### src/rtl/serial_adder.sv
// Bit-serial unsigned adder: one full-adder slice with a registered carry,
// consuming operands LSB-first over WIDTH cycles after an accepted start.
//
// state | meaning
// IDLE  | waiting for start; outputs hold the last result
// ADD   | one operand bit pair summed per clock (busy=1)
// DONE  | single-cycle done pulse, sum/carry_out valid
module serial_adder #(
  parameter int WIDTH = 8
) (
  input  logic             clk,
  input  logic             rst,
  input  logic             start,
  input  logic [WIDTH-1:0] ip1,
  input  logic [WIDTH-1:0] ip2,
  output logic             busy,
  output logic             done,
  output logic [WIDTH-1:0] sum,
  output logic             carry_out
);

  localparam int CW = $clog2(WIDTH);

  typedef enum logic [1:0] {
    IDLE = 2'd0,
    ADD  = 2'd1,
    DONE = 2'd2
  } state_t;

  state_t state, state_nxt;

  logic [WIDTH-1:0] a, b, r;
  logic             c;
  logic [CW-1:0]    cnt;
  logic             s, cout, last_bit;

  assign s        = a[0] ^ b[0] ^ c;
  assign cout     = (a[0] & b[0]) | (c & (a[0] ^ b[0]));
  assign last_bit = (cnt == CW'(WIDTH - 1));

  always_ff @(posedge clk or posedge rst) begin
    if (rst) state <= IDLE;
    else     state <= state_nxt;
  end

  always_comb begin
    state_nxt = state;
    busy      = 1'b0;
    done      = 1'b0;
    case (state)
      IDLE: if (start) state_nxt = ADD;
      ADD: begin
        busy = 1'b1;
        if (last_bit) state_nxt = DONE;
      end
      DONE: begin
        done      = 1'b1;
        state_nxt = IDLE;
      end
      default: state_nxt = IDLE;
    endcase
  end

  always_ff @(posedge clk or posedge rst) begin
    if (rst) begin
      a         <= '0;
      b         <= '0;
      r         <= '0;
      c         <= 1'b0;
      cnt       <= '0;
      sum       <= '0;
      carry_out <= 1'b0;
    end else begin
      case (state)
        IDLE: begin
          if (start) begin
            a   <= ip1;
            b   <= ip2;
            c   <= 1'b0;
            cnt <= '0;
          end
        end
        ADD: begin
          a   <= a >> 1;
          b   <= b >> 1;
          r   <= {s, r[WIDTH-1:1]};
          c   <= cout;
          cnt <= cnt + CW'(1);
          // the final bit goes straight to the output, bypassing r
          if (last_bit) begin
            sum       <= {s, r[WIDTH-1:1]};
            carry_out <= cout;
          end
        end
        default: ;
      endcase
    end
  end

endmodule

### config.mk
export PLATFORM = sky130hd
export DESIGN_NAME = serial_adder
export DESIGN_NICKNAME = d
export VERILOG_FILES = /design/src/rtl/serial_adder.sv
export SDC_FILE = /design/constraint.sdc
export NUM_CORES = 1
export LEC_CHECK = 0
export ABC_CLOCK_PERIOD_IN_PS = 4000
export CORE_MARGIN = 2
export CORE_UTILIZATION = 55
export DETAILED_ROUTE_END_ITERATION = 8
export PLACE_DENSITY = 0.83
export SKIP_LAST_GASP = 1
export SYNTH_ARGS = -nofsm -noshare
export SYNTH_HDL_FRONTEND = slang
export SYNTH_SLANG_ARGS = --single-unit
### constraint.sdc
create_clock -name clk -period 4 [get_ports clk]
set_input_delay 0.8 -clock clk [delete_from_list [all_inputs] [get_ports clk]]
set_output_delay 0.8 -clock clk [all_outputs]
set_load 0.05 [all_outputs]
==> results of run 1 <==
[registers in the layout, summed over array words and instances, names as in the netlist]
register / cells
state: 2
sum: 8
carry_out: 1
b: 8
r: 7
a: 8
cnt: 3
c: 1
[where the power goes]
| part | total, mW | internal [mW] | switching [mW] |
|---|---|---|---|
| Clock | 0.208 | 0.0852 | 0.123 |
| Combinational | 0.748 | 0.324 | 0.424 |
| Sequential | 0.695 | 0.562 | 0.133 |
| Total | 1.65 | 0.971 | 0.680 |
[metal layers]
| metal | global-route usage [%] | vias up | wire length [um] |
|---|---|---|---|
| li1 | - | 579 | - |
| met1 | 25.0 | 593 | 1320 |
| met2 | 31.9 | 40 | 1460 |
| met3 | 4.37 | 7 | 157 |
| met4 | 10.1 | 0 | 57 |
| met5 | 0 | - | 0 |
[cell usage in the layout (no fill, tap or decap), drive strengths merged]
cell and instances:
inv 7, buf 1, o22ai 19, clkdlybuf4s50 29, nor3 2, o21bai 1
a211oi 2, nor4b 2, o22a 2, nand2 23, o21ai 1, fa 1
a21oi 12, mux2 9, nor2 4, dfrtp 38, clkinv 2, a2bb2oi 1
a22o 5, nor3b 2, nand2b 4, ha 2, clkbuf 7
[path summary, 6_finish.rpt]
path / startpoint / to / slack [ns] / cells past startpoint
hold / removal: r[5] / r[4] / 0.50 / 2
min in group asynchronous: rst / sum[3] / 0.85 / 3
max in group asynchronous: rst / sum[6] / 2.82 / 3
setup / recovery: state[1] / busy / 0.58 / 3
setup reg to reg: state[1] / sum[4] / 1.80 / 4
hold reg to reg: r[5] / r[4] / 0.50 / 2
[final cells by class]
type / count / area (um2)
clock buffer: 7 / 55.1
clock inverter: 1 / 5.00
fill: 225 / 960
inverter: 8 / 31.3
multi-input combinational: 92 / 637
sequential: 38 / 951
tap: 33 / 41.3
timing repair buffer: 30 / 298
[cells in the mapped netlist, drive strengths merged]
library cell  count  area, um2
nor3              2       10.0
nor2              4       15.0
buf               8       46.3
a211oi            2       15.0
nor3b             2       15.0
a2bb2oi           1       8.76
o21ai             1       5.00
o21bai            1       11.3
dfrtp            38        951
ha                2       25.0
a21oi            12       60.1
mux2              9        135
fa                1       20.0
nand2b            4       25.0
nand2            23       93.8
clkinv            1       5.00
clkbuf            2       8.75
o22ai            19        119
inv               7       26.3
o22a              2       17.5
nor4b             2       17.5
a22o              5       43.8
[critical path, delay by kind of cell, from the launching register on]
family | cells | cell delay, ns
buffers and inverters | 2 | 1.14
DFF | 1 | 0.53
and+or+nand+nor | 1 | 0.60
[kinds of logic after synthesis]
kind of cell	count (synthesis)
fa+ha+maj	3
buf+inv	18
simple gates	37
flops	38
compound gates	43
mux	9
==> impl_results.md, run 1 <==
* Mapped Cells at 148
* Post-synthesis mux area share at 8.07%
* Largest family of logic cells by synthesized area: compound AO/OA/AOI/OAI gates
* Slew @ Worst Pin at 0.684 ns
* Drt wl/cell at 14.3 um
* CTS tree: built
* Setup TNS at 0 ns
* Setup Crit Path Kind: flop to output port
* Fin nets at 197
* Clk buf depth at 2
* Die width at 59.2 um
* Final Util at 67.8%
* Initial antenna violation count at 0
* Setup ws final at 0.576 ns
* Worst clock skew at 0.0122 ns
* Max stage delay on crit path at 0.79 ns
* Period minus WS final at 3.42 ns
* Synth Area in Compound Gates at 16.7%
* Layout cells sized above 1 at 11.4%
* Cts repair resizes at 0
* Syn_area_per_cell at 11.3 um2
* Via density per instance at 5.83
* H-tree Lvls at 2
* Max VDD drop at 0.411 mV
* Clock sink count at 38
* # Post-CTS Setup Buffers at 0
* Cts hold-fix bufs at 0
* Detail Route Antenna Nets at 0
* Synth unique cells at 25
* Core area at 2980 um2
* Clock-pin transition on the worst setup and hold timing paths at 0.11 ns
* Post-DP HPWL at 2160 um
* Via Count at 1219
* CTS root buf: clkbuf_4
* CP endpoint kind: output port
* Finished Cell Area at 2020 um2
* Max cap viols at 0
* Final wirelength at 3000 um
* Total grt overflow at 0
* Post-Synth XOR/XNOR Area at 0%
* Synth-to-layout area growth at 20.6%
* Status: finished, final reports clean
* Num rows at 20
* DRC violations left at 0
* Die H at 59.2 um
* Relative slew slack at 54.4%
* Later-pin clock latency in the skew report at 0.35 ns
* Sequential area share after synthesis at 56.8%
* Vias in the first global route at 1190
* Power density cells at 818 nW/um2
* CP startpoint kind: flop
* Number of DRC markers in iteration 0 at 24
* Leakage at 0.931 nW
* Max Fclk at 292 MHz
* Syn nets at 170
* Synth Area in Simple Gates at 10.5%
* Pre-CTS setup slack at 0.938 ns
* RSZ-0062 raised after global routing: no
* Crit path max fanout at 18
* Port buffer count at 29
* RePlAce Congestion at 0.886
* Drt pass-1 iters at 6
* Mapped Area at 1670 um2
* WHS at 0.502 ns
* Tcrit/Tclk final at 85.6%
* CTS buffer count at 5
* Global-route wire length before repair at 5150 um
* Crit-path cells: nand2b_1 -> clkinv_2 -> clkdlybuf4s50_1
* Fin. Hold Viols at 0
* Synth warn at 0
* Post-Synth Adder-Cell Area at 2.69%
* Tot GR Track Use at 19.8%
* Crit path required time at 3.20 ns
* Full die area at 3500 um2
* Area after DPL at 1960 um2
* Hold Path Class: flop to flop
* Fin cells at 209
* # diodes at 0
* Final setup violation count at 0
* Slowest CP cell: clkdlybuf4s50_1
* Placed cells at 201
* Largest net degree at the start of global routing at 39
* I/O pin count at 30
* PnR Total Power at 1.65 mW
* Starting density of the core at 56.2%
* Worst EP arrival at 2.62 ns
* Final Max Tran Viols at 0
* #FFs+latches synth at 38
(Power assumes the default switching activity.)
==> run 2: changes to the inputs <==
==> constraint.sdc (replaced) <==
create_clock -name clk -period 4 [get_ports clk]
set_input_delay 0.8 -clock clk [delete_from_list [all_inputs] [get_ports clk]]
set_output_delay 0.8 -clock clk [all_outputs]
set_load 0.1 [all_outputs]
==> run 2 against run 1 <==
Compared with the run above:
- via count increased by 0.49%
- power is 12% higher
- cell area down 0.25%
- critical path depth did not move
==> impl_results.md, run 2 (same netlist as run 1, synthesis figures left out) <==
* Die width at 59.2 um (unchanged)
* Core area at 2980 um2 (unchanged)
* Global-route wire length before repair at 5180 um (was 5150 um)
* Cts repair resizes at 0 (unchanged)
* Cts hold-fix bufs at 0 (unchanged)
* Detail Route Antenna Nets at 0 (unchanged)
* Period minus WS final at 2.96 ns (was 3.42 ns)
* Tcrit/Tclk final at 74.1% (was 85.6%)
* Clock sink count at 38 (unchanged)
* CTS root buf: clkbuf_4 (unchanged)
* I/O pin count at 30 (unchanged)
* Crit-path cells: nand2b_1 -> clkinv_2 -> buf_4 (was nand2b_1 -> clkinv_2 -> clkdlybuf4s50_1)
* Via density per instance at 5.86 (was 5.83)
* Full die area at 3500 um2 (unchanged)
* WHS at 0.503 ns (was 0.502 ns)
* CTS buffer count at 5 (unchanged)
* Later-pin clock latency in the skew report at 0.34 ns (was 0.35 ns)
* Final wirelength at 3160 um (was 3000 um)
* Largest net degree at the start of global routing at 28 (was 39)
* DRC violations left at 0 (unchanged)
* Finished Cell Area at 2010 um2 (was 2020 um2)
* # diodes at 0 (unchanged)
* Layout cells sized above 1 at 12.5% (was 11.4%)
* Synth-to-layout area growth at 20.3% (was 20.6%)
* Commonest non-fill, non-tap cell in the layout: dfrtp_1 (unchanged)
* Fin cells at 209 (unchanged)
* WP buf/inv at 2 (unchanged)
* Max cap viols at 0 (unchanged)
* Max stage delay on crit path at 0.59 ns (was 0.79 ns)
* Slew @ Worst Pin at 0.974 ns (was 0.684 ns)
* Slowest CP cell: nand2b_1 (was clkdlybuf4s50_1)
* Family with the most delay on the worst path: buffers and inverters (unchanged)
* Die H at 59.2 um (unchanged)
* Crit path required time at 3.20 ns (about the same)
* Starting density of the core at 56.2% (unchanged)
* Fin nets at 197 (unchanged)
* Biggest registers after layout: a x8, b x8, sum x8 (unchanged)
* Clock-pin transition on the worst setup and hold timing paths at 0.11 ns (about the same)
* Port buffer count at 29 (unchanged)
* Fin. Hold Viols at 0 (unchanged)
* Max VDD drop at 0.388 mV (was 0.411 mV)
* Num rows at 20 (unchanged)
* H-tree Lvls at 2 (unchanged)
* # Post-CTS Setup Buffers at 0 (unchanged)
* Final setup violation count at 0 (unchanged)
* CP startpoint kind: flop (unchanged)
* Worst clock skew at 0.00555 ns (was 0.0122 ns)
* Pre-CTS setup slack at 1.40 ns (was 0.938 ns)
* Total grt overflow at 0 (unchanged)
* Drt wl/cell at 15.1 um (was 14.3 um)
* Vias in the first global route at 1160 (was 1190)
* Placed cells at 201 (unchanged)
* Max Fclk at 337 MHz (was 292 MHz)
* CP endpoint kind: output port (unchanged)
* Most frequent cells in the layout: 38 x dfrtp_1, 27 x clkdlybuf4s50_1, 22 x nand2_1, 19 x o22ai_1, 12 x a21oi_1 (was 38 x dfrtp_1, 29 x clkdlybuf4s50_1, 22 x nand2_1, 19 x o22ai_1, 12 x a21oi_1)
* Relative slew slack at 34.9% (was 54.4%)
* Leakage at 0.933 nW (was 0.931 nW)
* Number of DRC markers in iteration 0 at 45 (was 24)
* Power density cells at 915 nW/um2 (was 818 nW/um2)
* Tot GR Track Use at 20.0% (was 19.8%)
* Post-DP HPWL at 2330 um (was 2160 um)
* Via Count at 1225 (was 1219)
* Final Util at 67.6% (was 67.8%)
* Clk buf depth at 2 (unchanged)
* Hold Path Class: flop to flop (unchanged)
* Setup TNS at 0 ns (unchanged)
* Drt pass-1 iters at 4 (was 6)
* Setup ws final at 1.04 ns (was 0.576 ns)
* Setup Crit Path Kind: flop to output port (unchanged)
* Area after DPL at 1950 um2 (was 1960 um2)
* Status: finished, final reports clean (unchanged)
* PnR Total Power at 1.84 mW (was 1.65 mW)
* Crit path max fanout at 18 (unchanged)
* RePlAce Congestion at 0.879 (was 0.886)
* Initial antenna violation count at 0 (unchanged)
* Final Max Tran Viols at 0 (unchanged)
* Worst EP arrival at 2.16 ns (was 2.62 ns)
* RSZ-0062 raised after global routing: no (unchanged)
* CTS tree: built (unchanged)
run 2: area by class of cell:
type                    count  area (um2)
fillers                   236         965
flip-flops and latches     38         951
multi-input cells          92         637
repair buffers             30         293
clock buffers               7        55.1
well taps                  33        41.3
inverters                   8        31.3
clock inverters             1        5.00
run 2: worst paths after layout:
path,startpoint,endpoint,slack [ns],cells past startpoint
max,state[1],busy,1.04,3
min,cnt[0],cnt[0],0.50,1
max reg2reg,state[1],sum[4],1.79,4
min reg2reg,cnt[0],cnt[0],0.50,1
max in group asynchronous,rst,a[2],2.29,3
min in group asynchronous,rst,r[3],0.98,2
run 2: where the power goes:
group | switching, mW | internal, mW
clock | 0.123 | 0.0853
sequential | 0.136 | 0.562
combinational | 0.614 | 0.322
run 2: per-layer routing:
layer	part of all wire [%]	track usage, %	vias up
li1	-	-	581
met1	44	24.9	605
met2	51	33.0	34
met3	4.2	6.77	5
met4	1.3	6.49	0
met5	0	0	-
